$ cat src/rtl/muldiv_pkg.sv
// Shared definitions for the RV32M multiply/divide unit: funct3 encodings and FSM states.
package muldiv_pkg;

  localparam logic [2:0] F3_MUL    = 3'b000;
  localparam logic [2:0] F3_MULH   = 3'b001;
  localparam logic [2:0] F3_MULHSU = 3'b010;
  localparam logic [2:0] F3_MULHU  = 3'b011;
  localparam logic [2:0] F3_DIV    = 3'b100;
  localparam logic [2:0] F3_DIVU   = 3'b101;
  localparam logic [2:0] F3_REM    = 3'b110;
  localparam logic [2:0] F3_REMU   = 3'b111;

  typedef enum logic [1:0] {
    IDLE = 2'd0,
    CALC = 2'd1,
    FIX  = 2'd2,
    DONE = 2'd3
  } muldiv_state_t;

endpackage

$ cat src/rtl/muldiv_unit.sv
// Iterative RV32M multiply/divide unit: one bit per cycle on operand magnitudes, sign fix-up at the end.
// Define MULDIV_DIV_EN to build the divider; otherwise divide ops complete immediately with result 0.
module muldiv_unit
  import muldiv_pkg::*;
#(
  parameter int XLEN  = 32,
  parameter int CNT_W = $clog2(XLEN) + 1
) (
  input  logic            clk,
  input  logic            reset,
  input  logic            start,
  input  logic [2:0]      funct3,
  input  logic [XLEN-1:0] rs1,
  input  logic [XLEN-1:0] rs2,
  input  logic            flush,
  output logic            busy,
  output logic            done,
  output logic [XLEN-1:0] result
);

  localparam int W2 = 2 * XLEN;
  localparam logic [XLEN-1:0]  ZERO      = {XLEN{1'b0}};
  localparam logic [XLEN-1:0]  ALL_ONES  = {XLEN{1'b1}};
  localparam logic [XLEN-1:0]  INT_MIN   = {1'b1, {(XLEN-1){1'b0}}};
  localparam logic [CNT_W-1:0] CNT_ZERO  = {CNT_W{1'b0}};
  localparam logic [CNT_W-1:0] CNT_ONE   = {{(CNT_W-1){1'b0}}, 1'b1};
  localparam logic [CNT_W-1:0] CNT_LAST  = CNT_W'(XLEN - 1);

  function automatic logic [XLEN-1:0] mag(input logic [XLEN-1:0] v, input logic neg);
    if (neg) begin
      mag = ~v + {{(XLEN-1){1'b0}}, 1'b1};
    end else begin
      mag = v;
    end
  endfunction

  muldiv_state_t    r_state, w_state_nxt;
  logic [2:0]       r_f3, w_f3_nxt;
  logic [XLEN-1:0]  r_b, w_b_nxt;
  logic [W2-1:0]    r_acc, w_acc_nxt;
  logic             r_neg, w_neg_nxt;
  logic [CNT_W-1:0] r_cnt, w_cnt_nxt;
  logic [XLEN-1:0]  r_result, w_result_nxt;
  logic             r_busy, w_busy_nxt;
  logic             r_done, w_done_nxt;

  logic             w_sa, w_sb, w_neg_start;
  logic             w_bypass;
  logic [XLEN-1:0]  w_bypass_val;
  logic [XLEN:0]    w_sum;
  logic [W2-1:0]    w_mul_step, w_step, w_prod;
  logic [XLEN-1:0]  w_quo, w_rem, w_fix;

  assign busy   = r_busy;
  assign done   = r_done;
  assign result = r_result;

  // Operand sign handling at accept time: which operands are signed and whether the answer is negated
  always_comb begin
    w_sa = 1'b0;
    w_sb = 1'b0;
    case (funct3)
      F3_MULH, F3_DIV, F3_REM: begin
        w_sa = rs1[XLEN-1];
        w_sb = rs2[XLEN-1];
      end
      F3_MULHSU: begin
        w_sa = rs1[XLEN-1];
        w_sb = 1'b0;
      end
      default: begin
        w_sa = 1'b0;
        w_sb = 1'b0;
      end
    endcase
    // Remainder follows the dividend sign; everything else follows the product/quotient sign
    if (funct3 == F3_REM) begin
      w_neg_start = w_sa;
    end else begin
      w_neg_start = w_sa ^ w_sb;
    end
  end

`ifdef MULDIV_DIV_EN
  logic          w_div_zero, w_ovf;
  logic [XLEN:0] w_rem_sh, w_diff;
  logic [W2-1:0] w_div_step;

  // Divide-by-zero and INT_MIN/-1 are resolved without iterating
  always_comb begin
    w_div_zero   = funct3[2] && (rs2 == ZERO);
    w_ovf        = ((funct3 == F3_DIV) || (funct3 == F3_REM)) && (rs1 == INT_MIN) && (rs2 == ALL_ONES);
    w_bypass     = w_div_zero || w_ovf;
    w_bypass_val = ZERO;
    if (w_div_zero) begin
      w_bypass_val = funct3[1] ? rs1 : ALL_ONES;
    end else if (w_ovf) begin
      w_bypass_val = funct3[1] ? ZERO : INT_MIN;
    end else begin
      w_bypass_val = ZERO;
    end
  end

  // Restoring divide: acc holds {partial remainder, dividend/quotient bits}
  assign w_rem_sh   = {r_acc[W2-1:XLEN], r_acc[XLEN-1]};
  assign w_diff     = w_rem_sh - {1'b0, r_b};
  assign w_div_step = w_diff[XLEN] ? {w_rem_sh[XLEN-1:0], r_acc[XLEN-2:0], 1'b0}
                                   : {w_diff[XLEN-1:0], r_acc[XLEN-2:0], 1'b1};
  assign w_step     = r_f3[2] ? w_div_step : w_mul_step;
  assign w_quo      = r_neg ? mag(r_acc[XLEN-1:0], 1'b1) : r_acc[XLEN-1:0];
  assign w_rem      = r_neg ? mag(r_acc[W2-1:XLEN], 1'b1) : r_acc[W2-1:XLEN];
`else
  assign w_bypass     = funct3[2];
  assign w_bypass_val = ZERO;
  assign w_step       = w_mul_step;
  assign w_quo        = ZERO;
  assign w_rem        = ZERO;
`endif

  // Shift-add multiply: acc holds {partial product high, remaining multiplier bits}
  assign w_sum      = {1'b0, r_acc[W2-1:XLEN]} + (r_acc[0] ? {1'b0, r_b} : {(XLEN+1){1'b0}});
  assign w_mul_step = {w_sum, r_acc[XLEN-1:1]};
  assign w_prod     = r_neg ? (~r_acc + {{(W2-1){1'b0}}, 1'b1}) : r_acc;

  // Final word selection after sign correction
  always_comb begin
    w_fix = ZERO;
    case (r_f3)
      F3_MUL:                      w_fix = w_prod[XLEN-1:0];
      F3_MULH, F3_MULHSU, F3_MULHU: w_fix = w_prod[W2-1:XLEN];
      F3_DIV, F3_DIVU:             w_fix = w_quo;
      F3_REM, F3_REMU:             w_fix = w_rem;
      default:                     w_fix = ZERO;
    endcase
  end

  // Next-state, datapath and output logic
  always_comb begin
    w_state_nxt  = r_state;
    w_f3_nxt     = r_f3;
    w_b_nxt      = r_b;
    w_acc_nxt    = r_acc;
    w_neg_nxt    = r_neg;
    w_cnt_nxt    = r_cnt;
    w_result_nxt = r_result;
    if (flush) begin
      w_state_nxt = IDLE;
    end else begin
      case (r_state)
        IDLE: begin
          if (start) begin
            w_f3_nxt  = funct3;
            w_b_nxt   = mag(rs2, w_sb);
            w_acc_nxt = {ZERO, mag(rs1, w_sa)};
            w_neg_nxt = w_neg_start;
            w_cnt_nxt = CNT_ZERO;
            if (w_bypass) begin
              w_state_nxt  = DONE;
              w_result_nxt = w_bypass_val;
            end else begin
              w_state_nxt = CALC;
            end
          end else begin
            w_state_nxt = IDLE;
          end
        end
        CALC: begin
          w_acc_nxt = w_step;
          w_cnt_nxt = r_cnt + CNT_ONE;
          if (r_cnt == CNT_LAST) begin
            w_state_nxt = FIX;
          end else begin
            w_state_nxt = CALC;
          end
        end
        FIX: begin
          w_result_nxt = w_fix;
          w_state_nxt  = DONE;
        end
        DONE: begin
          w_state_nxt = IDLE;
        end
        default: begin
          w_state_nxt = IDLE;
        end
      endcase
    end
    w_busy_nxt = (w_state_nxt == CALC) || (w_state_nxt == FIX);
    w_done_nxt = (w_state_nxt == DONE);
  end

  // State and datapath registers
  always_ff @(posedge clk) begin
    if (reset) begin
      r_state  <= IDLE;
      r_f3     <= 3'b000;
      r_b      <= ZERO;
      r_acc    <= {W2{1'b0}};
      r_neg    <= 1'b0;
      r_cnt    <= CNT_ZERO;
      r_result <= ZERO;
      r_busy   <= 1'b0;
      r_done   <= 1'b0;
    end else begin
      r_state  <= w_state_nxt;
      r_f3     <= w_f3_nxt;
      r_b      <= w_b_nxt;
      r_acc    <= w_acc_nxt;
      r_neg    <= w_neg_nxt;
      r_cnt    <= w_cnt_nxt;
      r_result <= w_result_nxt;
      r_busy   <= w_busy_nxt;
      r_done   <= w_done_nxt;
    end
  end

endmodule

$ cat config.mk
export PLATFORM = sky130hd
export DESIGN_NAME = muldiv_unit
export DESIGN_NICKNAME = d
export VERILOG_FILES = /design/src/rtl/muldiv_pkg.sv /design/src/rtl/muldiv_unit.sv
export SDC_FILE = /design/constraint.sdc
export NUM_CORES = 1
export LEC_CHECK = 0
export ABC_CLOCK_PERIOD_IN_PS = 3780
export BUFFER_PORTS_ARGS = -buffer_cell sky130_fd_sc_hd__buf_4
export CORE_UTILIZATION = 55
export DETAILED_ROUTE_END_ITERATION = 8
export GPL_ROUTABILITY_DRIVEN = 0
export PLACE_DENSITY_LB_ADDON = 0.1
export SYNTH_ARGS = -nofsm -noshare
export SYNTH_HDL_FRONTEND = slang
export SYNTH_SLANG_ARGS = --single-unit
$ cat constraint.sdc
create_clock -name clk -period 3.78 [get_ports clk]
set_input_delay 0.189 -clock clk [delete_from_list [all_inputs] [get_ports clk]]
set_output_delay 0.189 -clock clk [all_outputs]
set_load 0.02 [all_outputs]
==> summary.md <==
| Metric | Value |
|---|---|
| Die H | `approximately 140 um` |
| Antenna Nets Post-Route | `0` |
| Crit path time final | `approximately 3.2 ns` |
| Residual DRC | `0` |
| Relative slew slack | `between 20% and 30%` |
| Worst hold start | `rs2[31]` |
| Clock skew | `0.0109 ns` |
| Clk root buf | `clkbuf_16` |
| Top cell type by total area after synthesis | `dfxtp_1` |
| Synth Instances | `1329` |
| Most frequent cell after synthesis | `nor2_1` |
| Total wire length | `roughly 30 mm` |
| Final Hold Fails | `0` |
| CTS max path bufs | `2` |
| CTS Sinks | `around 140` |
| Starting DRT DRC Count | `a little under 900` |
| CTS-repair resized insts | `0` |
| Power consumption | `about 3.9 mW` |
| Top_reg_cell synth | `dfxtp_1` |
| H-tree levels | `4` |
| Placed Instances | `between 1500 and 2000` |
| Status | `completed` |
| Ant diodes | `0` |
| Syn nets | `1438` |
| Area of the die | `between 15000 and 20000 um^2` |
| Vias in the first global route | `8784` |
| Port Buf Inserts | `104` |
| Max-slew violation count | `0` |
| Fillers | `approximately 1600` |
| # setup viols final | `0` |
| Clk pwr share | `40.6%` |
| Logic pwr share | `about 17%` |
| Area Overhead vs Synth | `14.6%` |
| CP max stage delay | `approximately 0.66 ns` |
| Final #Nets | `~1500` |
| Worst-path clk slew | `approximately 0.060 ns` |
| Crit Path Category | `flop to flop` |
| Peak VDD IR | `~0.00032 V` |
| Distinct cells, synth | `70` |
| Sequential share of the synthesized area | `about 28%` |
| IO Count | `around 110` |
| Async SR Flop Fraction | `0%` |
| HPWL Detailed | `22.2 mm` |
| Max_cap viols | `0` |
| Hold Path Class | `input pin to flop` |
| Core Box Area | `about 18000 um^2` |
| Synth warn | `0` |
| Post-CTS setup buffer count | `0` |
| Layout cells sized above 1 | `12.5%` |
| Avg WL per Cell | `roughly 18 um` |
| Post-route clock period utilization | `between 80% and 90%` |
| Worst-Margin Slew | `1.07 ns` |
| Crit Path Max Fanout | `25` |
| Worst-Skew Late Latency | `roughly 0.43 ns` |
| Post-route setup TNS | `0 ns` |
| Vias | `9995` |
| Setup crit start | `r_acc[0]` |
| Buf/Inv on CP | `1` |
| Power density over the cells | `approximately 340 nW/um^2` |
| DR pass1 iterations | `5` |
| DIE WIDTH | `~140 um` |
| Rows | `48` |
| Inserted Clock Buffers | `17` |
| CTS tree | `done` |
| Synth top area share | `between 20% and 30%` |
| Number of synthesized flops with an enable pin | `0` |
| CP cell instances | `and2_1, ha_1, inv_1, fa_1, nor2b_1, o211ai_1, a21o_1, o21ai_0, o21ai_0, o21ai_0, xnor2_1, o21ai_0` |
| RSZ-0062 raised after global routing | `false` |
| Synth cell count leaders | `nor2_1 (152), nand2_1 (143), dfxtp_1 (142)` |
| Starting density of the core | `a little under three fifths` |
| Int Power | `approximately 2.7 mW` |
| Synth Cell Area | `between 10000 and 15000 um^2` |
| Slowest cell on the critical path | `dfxtp_1` |
| Sw frac | `between 20% and 30%` |
| Ranking of synthesized cells by area | `dfxtp_1 (28%), xor2_1 (6.8%), nor2_1 (5.7%)` |
| Startpoint Class | `flop` |
| Global route overflow | `0` |
| CP Data Arrival Time | `~3.5 ns` |
| Fmax | `around 0.31 GHz` |
| CP delay by family, top | `compound AO/OA/AOI/OAI gates` |
| Final cell count without fillers | `between 1500 and 2000` |
| # hold bufs at CTS | `0` |
| Switching power total | `1.16 mW` |
| Seq pwr share | `about two fifths` |
| WP data required | `roughly 4 ns` |
| Avg Cell Area, Syn | `between 7 and 8 um^2` |
| Synth Register Bits | `about 140` |
| Critical Path Sink Type | `flop` |
| Final core utilization | `65.5%` |
| DR vias/cell | `6.14` |
| Pin count of the biggest net entering global routing | `67` |
| Leakage | `4.54 nW` |
| Worst path most repeated cell | `o21ai_0` |
| R2r startpoint | `r_acc[0]` |
| Antenna violations before repair | `0` |
| GRT Util Overall | `32.0%` |
| First-pass GRT wire length | `about 46 mm` |
[state kept, by name, summed over array words and instances (netlist names)]
name / flops
result: 32
done: 1
busy: 1
r_b: 32
r_cnt: 6
r_f3: 3
r_acc: 64
r_neg: 1
r_state: 2
[cell usage in the layout, fill, tap and decap left out, types with 24 or more instances in the layout]
cell type / instances
nor2_1: 150
nand2_1: 143
dfxtp_1: 141
buf_4: 124
a21oi_1: 101
o21ai_0: 96
xor2_1: 78
xnor2_1: 64
a211oi_1: 50
ha_1: 37
and2_1: 34
nor3_1: 31
nand3_1: 25
inv_1: 24
[path summary, 6_finish.rpt]
| check | cells after the start | slack [ns] | end |
|---|---|---|---|
| max | 12 | 0.53 | r_acc[57] |
| min | 3 | 0.04 | r_b[31] |
| min reg2reg | 2 | 0.44 | result[29] |
| max reg2reg | 12 | 0.53 | r_acc[57] |
[cell type report]
type | instances | area, um^2 | area share [%]
multi-input cells | 1083 | 6800 | 59.2
flip-flops and latches | 142 | 2840 | 24.8
repair buffers | 124 | 931 | 8.11
clock buffers | 19 | 443 | 3.86
well taps | 225 | 282 | 2.45
clock inverters | 11 | 96.3 | 0.839
inverters | 24 | 90.1 | 0.785
[power groups by stage]
stage               clock [mW]  sequential [mW]  combinational (mW)
finish                    1.58             1.64               0.676
global route              1.66             1.64               0.746
CTS                       1.59             1.63               0.668
detailed placement           0             1.66               0.665
global placement             0             1.66               0.660
floorplan                    0             1.63               0.462
[worst register-to-register path, cell delays in order (launching register included)]
cell and delay [ns]:
dfxtp_1 0.66, and2_1 0.21, ha_1 0.16, inv_1 0.05, fa_1 0.39, nor2b_1 0.17
o211ai_1 0.16, a21o_1 0.22, o21ai_0 0.41, o21ai_0 0.21, o21ai_0 0.24, xnor2_1 0.13
o21ai_0 0.08
[cell families after synthesis]
group                      after synthesis  synth area share, %
AOI/OAI and AO/OA                      401                 26.4
xor gates and xnor gates               142                 12.4
adders and majority gates               38                 4.82
buffers and inverters                  104                 3.98
DFF                                    142                 28.4
muxes                                    6                0.600
and+or+nand+nor                        496                 23.4
[per-stage QoR]
step	area [um^2]	setup WS [ns]	hold slack (ns)
after floorplan	10000	0.842	0.319
after global placement	10900	0.676	0.427
after detailed placement	10900	0.602	0.434
after CTS	11500	0.535	0.0211
after global routing	11500	0.208	0.0392
final	11500	0.535	0.0352
[layer usage]
metal  vias up  part of all wire [%]  GRT usage [%]
li1       4909                     -              -
met1      4600                    47           46.1
met2       415                    41           45.5
met3        71                   7.8           6.37
met4         0                   3.9           14.3
met5         -                     0              0
No activity file was read; power rests on OpenSTA's default activity.
